<file path="src/rtl/traffic_pkg.sv">
// Shared light-code constants, default phase durations and the phase-class helper
// for the traffic light controller and its phase timer.
package traffic_pkg;

   localparam logic [1:0] G_MAIN_GRN = 2'b00;
   localparam logic [1:0] G_MAIN_YEL = 2'b01;
   localparam logic [1:0] G_SIDE_GRN = 2'b11;
   localparam logic [1:0] G_SIDE_YEL = 2'b10;

   localparam int unsigned DEF_LONG_S  = 25;
   localparam int unsigned DEF_SHORT_S = 4;

   // Green phases have equal code bits; yellow phases differ.
   function automatic logic is_long(input logic [1:0] code);
      return ~(code[1] ^ code[0]);
   endfunction

endpackage

</file>
<file path="src/rtl/traffic_tick_gen.sv">
// Prescaler that emits a one-cycle tick every P_TICK_DIV enabled cycles.
// A synchronous clear restarts the count and suppresses the tick of that cycle.
module traffic_tick_gen #(
   parameter int unsigned P_TICK_DIV = 50_000_000
) (
   input  logic i_clk,
   input  logic i_reset,
   input  logic clear_i,
   input  logic en_i,
   output logic tick_o
);

   localparam int unsigned PrescW = (P_TICK_DIV > 1) ? $clog2(P_TICK_DIV) : 1;
   localparam logic [PrescW-1:0] PrescMax = PrescW'(P_TICK_DIV - 1);

   logic [PrescW-1:0] presc_q, presc_d;
   logic              at_max;

   always_comb begin
      at_max  = (presc_q == PrescMax);
      tick_o  = en_i & ~clear_i & at_max;
      presc_d = presc_q;
      if (clear_i) begin
         presc_d = '0;
      end else if (en_i) begin
         presc_d = at_max ? '0 : presc_q + PrescW'(1);
      end
   end

   always_ff @(posedge i_clk or posedge i_reset) begin
      if (i_reset) begin
         presc_q <= '0;
      end else begin
         presc_q <= presc_d;
      end
   end

endmodule

</file>
<file path="src/rtl/traffic_phase_timer.sv">
// Phase timer for the traffic controller: watches the light code and produces the
// long (green) and short (yellow) timer-active flags plus the seconds remaining.
module traffic_phase_timer
   import traffic_pkg::*;
#(
   parameter int unsigned P_TICK_DIV = 50_000_000,
   parameter int unsigned P_LONG_S   = DEF_LONG_S,
   parameter int unsigned P_SHORT_S  = DEF_SHORT_S
) (
   input  logic       i_clk,
   input  logic       i_reset,
   input  logic [1:0] i_G,
   output logic       o_Tl,
   output logic       o_Ts,
   output logic [7:0] o_remaining
);

   localparam logic [7:0] LongLd  = 8'(P_LONG_S);
   localparam logic [7:0] ShortLd = 8'(P_SHORT_S);

   logic [1:0] g_q, g_d;
   logic [7:0] sec_cnt_q, sec_cnt_d;
   logic       chg, cnt_nz, tick, long_ph, active;

   traffic_tick_gen #(
      .P_TICK_DIV (P_TICK_DIV)
   ) u_tick_gen (
      .i_clk   (i_clk),
      .i_reset (i_reset),
      .clear_i (chg),
      .en_i    (cnt_nz),
      .tick_o  (tick)
   );

   always_comb begin
      chg     = (i_G != g_q);
      long_ph = is_long(i_G);
      cnt_nz  = (sec_cnt_q != 8'd0);
      // A code change keeps the flag up so the controller sees it on the very next edge.
      active  = chg | cnt_nz;

      // Reset forces the main-green timer view regardless of the incoming code.
      o_Tl        = i_reset | (long_ph & active);
      o_Ts        = ~i_reset & ~long_ph & active;
      o_remaining = sec_cnt_q;

      g_d       = g_q;
      sec_cnt_d = sec_cnt_q;
      if (chg) begin
         g_d       = i_G;
         sec_cnt_d = long_ph ? LongLd : ShortLd;
      end else if (tick) begin
         sec_cnt_d = sec_cnt_q - 8'd1;
      end
   end

   always_ff @(posedge i_clk or posedge i_reset) begin
      if (i_reset) begin
         g_q       <= G_MAIN_GRN;
         sec_cnt_q <= LongLd;
      end else begin
         g_q       <= g_d;
         sec_cnt_q <= sec_cnt_d;
      end
   end

endmodule

</file>
<file path="config.mk">
export PLATFORM = sky130hd
export DESIGN_NAME = traffic_phase_timer
export DESIGN_NICKNAME = d
export VERILOG_FILES = /design/src/rtl/traffic_pkg.sv /design/src/rtl/traffic_tick_gen.sv /design/src/rtl/traffic_phase_timer.sv
export SDC_FILE = /design/constraint.sdc
export NUM_CORES = 1
export LEC_CHECK = 0
export BUFFER_PORTS_ARGS = -buffer_cell sky130_fd_sc_hd__buf_4
export CAP_MARGIN = 20
export CORE_MARGIN = 2
export CORE_UTILIZATION = 56
export DETAILED_ROUTE_END_ITERATION = 12
export PLACE_DENSITY = 0.82
export SYNTH_ARGS = -nofsm -noshare
export SYNTH_HDL_FRONTEND = slang
export SYNTH_HIERARCHICAL = 1
export SYNTH_SLANG_ARGS = --single-unit
</file>
<file path="constraint.sdc">
create_clock -name i_clk -period 4.94 [get_ports i_clk]
set_clock_uncertainty 0.2 [all_clocks]
set_input_delay 0.494 -clock i_clk [delete_from_list [all_inputs] [get_ports i_clk]]
set_output_delay 0.494 -clock i_clk [all_outputs]
set_load 0.005 [all_outputs]
</file>
==> results.ini <==
[timing]
setup_viol = 0
worst_pin_slew_ns = 0.6362
whs_ns = 0.1462
timing.fmax_mhz = 297.8
finalHoldViolCount = 0
rsz0062_at_grt = no
finalSetupTns_ns = 0
drv_slew = 0
max-slew-margin-rel_pct = 57.23
period_share_pct = 67.97
layout_min_cycle_time_ns = 3.358
setup_slack_ns = 1.582

[layout]
area_delta_synth_final_pct = 11.28
register_area_um2 = 904.6
fillers = 335
drive_above_1_share_pct = 14.23
multi_input_area_um2 = 1316
n_antenna_cell = 0
fin_nets = 280

[yosys]
synthArstFlopShare_pct = 100.0
syn_area_per_cell_um2 = 8.744
ys_warn_count = 6
postSynthCellCount = 265
synth_nets = 272
syn_area_um2 = 2317
synth_seq_cells = 36
synth.distinct_cells = 55
synth_edf_count = 0
yosysSeqAreaShare_pct = 39.04
yosys_most_used_dff = dfrtp_1

[worst_setup_path]
start_kind = flop
arrival_ns = 3.37
cp_max_fo = 32
endpoint_kind = flop
crit_type = flop to flop
required_ns = 4.96

[clocking]
clkSlewWorstSetupHoldPaths_ns = 0.07
cts_buffers = 5
cts_root_buffer = clkbuf_8
htree_levels = 2
clock_latency_ns = 0.30
cts_tree = built
cts_sinks = 36
clockBufferDepth = 2
postCtsSetupBuffers = 0

[placed_design]
portBuffers = 13
dp_hpwl_um = 3413
dp_slack_ns = 1.643
gp_congestion = 0.8470

[power]
clockPowerShare_pct = 39.0
comb_power_share_pct = 13.2
peakVddDrop_mv = 0.2015
p_seq_share_pct = 47.9
intPower_mw = 0.4911
sw_frac_of_total_pct = 25.94
powerDensity_nw_per_um2 = 257.1
power.switching_mw = 0.1720
p_leak_nw = 0.9981

[global_route]
antenna_found_initial = 0
first_global_vias = 1875
grt_overflow = 0
grt_max_degree = 40
grt_use_total_pct = 25.10
grt_pass1_wl_um = 8763

[detailed_routing]
drc = 0
route.vias.total = 2077
post_drt_wl_per_cell_um = 15.94
first_pass_iters = 4
drtIter0Drc = 172
wl_um = 5163
ant_nets = 0
routed_via_density = 6.410

[flow_run]
maxCapViolCount = 0

[die]
start_util_pct = 57.93
die_area_um2 = 4668
coreArea_um2 = 4000
dieHeight_um = 68.33
rows = 23
ios = 14
die_x_um = 68.33

[status]
status = completed

[worst_hold_path]
min_path_type = input port to flop

Yosys cell counts (all sizes together) (2+ instances only):
master | instances | area [um^2]
dfstp | 3 | 78.83
xor2 | 6 | 52.55
and4 | 5 | 43.79
xnor2 | 5 | 43.79
ha | 3 | 37.54
nor3 | 8 | 40.04
a41oi | 2 | 17.52
o21ai | 10 | 50.05
nand3 | 17 | 102.6
or2 | 2 | 12.51
dfrtp | 33 | 825.8
nand2 | 25 | 93.84
clkbuf | 12 | 45.04
or3 | 7 | 46.29
nand2b | 2 | 12.51
o211ai | 4 | 30.03
nor2b | 5 | 31.28
inv | 9 | 33.78
o311ai | 2 | 17.52
nor2 | 21 | 78.83
buf | 4 | 17.52
mux2i | 5 | 50.05
o2111ai | 2 | 17.52
a21oi | 8 | 40.04
nor4bb | 2 | 20.02
nor4 | 6 | 50.04
o221ai | 4 | 35.03
and2 | 3 | 18.77
nand4 | 18 | 112.6
a21o | 2 | 15.01
or4 | 4 | 33.78
and3 | 6 | 37.54
a31oi | 4 | 25.02
final cells by class:
type                       instances  share of cell area, %
multi-input combinational        204                  51.04
sequential                        36                  35.08
timing repair buffer              17                  5.822
clock buffer                       5                  2.669
tap                               50                  2.426
clock inverter                     3                  1.650
inverter                           9                  1.310
final timing paths:
| kind | startpoint | endpoint | slack [ns] | depth (start not counted) |
|---|---|---|---|---|
| max | o_remaining[0] | o_remaining[3] | 1.58 | 10 |
| min | i_G[0] | g_q[0] | 0.15 | 1 |
| max reg2reg | o_remaining[0] | o_remaining[3] | 1.58 | 10 |
| min reg2reg | u_tick_gen/presc_q[4] | u_tick_gen/presc_q[4] | 0.38 | 2 |
| max in group asynchronous | i_reset | u_tick_gen/presc_q[7] | 3.50 | 4 |
| min in group asynchronous | i_reset | o_remaining[7] | 0.56 | 3 |
power groups by stage:
stage / Clock, mW / Sequential [mW] / Combinational (mW)
floorplan: 0 / 0.321 / 0.0564
global placement: 0 / 0.323 / 0.0821
detailed placement: 0 / 0.323 / 0.0839
CTS: 0.267 / 0.317 / 0.0849
global route: 0.278 / 0.320 / 0.0973
finish: 0.258 / 0.317 / 0.0872
cells by family after synthesis:
| logic type | count (synthesis) | share of synthesized area (%) |
|---|---|---|
| flip-flops | 36 | 39.04 |
| buffers and inverters | 25 | 4.158 |
| adder cells (fa/ha/maj) | 3 | 1.620 |
| AO/OA/AOI/OAI | 50 | 15.34 |
| AND/OR/NAND/NOR | 134 | 33.05 |
| multiplexers | 6 | 2.646 |
| XOR/XNOR | 11 | 4.158 |
state kept, by name, summed over array words and instances, names as in the netlist:
name and cells:
u_tick_gen/presc_q 26, o_remaining 8, g_q 2
routing by layer:
metal  vias up  GRT usage [%]  wire, um  part of all wire (%)
li1       1010              -         -                     -
met1       996          33.37      2425                    47
met2        62          40.41      2397                    46
met3         9          5.921       280                   5.4
met4         0          7.750        59                   1.1
met5         -              0         0                     0
worst max-delay path, cell delays in order, from the launching register on:
cell	delay, ns
dfstp_2	0.56
inv_1	0.06
ha_1	0.19
nor3b_1	0.15
nand2_1	0.07
buf_4	0.30
nand2b_1	0.15
nor3_1	0.48
or3b_4	0.49
or3_2	0.42
a41oi_1	0.21
placed cells by master, fill, tap and decap left out, types with 2 or more instances in the layout:
master,count
dfrtp_1,33
nand2_1,25
nor2_1,21
nand4_1,18
buf_4,15
nand3_1,15
o21ai_0,10
inv_1,9
a21oi_1,8
nor3_1,8
xor2_1,6
and3_1,6
xnor2_1,5
mux2i_1,5
or3_1,5
clkbuf_8,5
and4_1,5
nor2b_1,5
a31oi_1,4
nor4_1,4
o221ai_1,4
o211ai_1,4
or4_1,3
ha_1,3
dfstp_2,3
and2_1,3
or3_2,2
a41oi_1,2
a21o_1,2
nor4bb_1,2
nand2b_1,2
or2_2,2
nor4_2,2
o311ai_0,2
o2111ai_1,2
metrics by stage:
step | total power, mW | utilization (%) | cells | instance area [um^2]
2_1_floorplan | 0.3779 | - | 265 | 2317
3_3_place_gp | 0.4047 | 60.74 | 314 | 2430
3_5_place_dp | 0.4068 | 60.74 | 314 | 2430
4_1_cts | 0.6693 | 63.78 | 323 | 2551
5_1_grt | 0.6950 | 64.47 | 324 | 2579
6_report | 0.6630 | 64.47 | 324 | 2579
repair_timing:
item / 4_1_cts / 5_1_grt
hold buffers: 1 / 0
gates resized for setup: 0 / 0
endpoints found under the hold margin: 7 / 0
(Power assumes the default switching activity.)
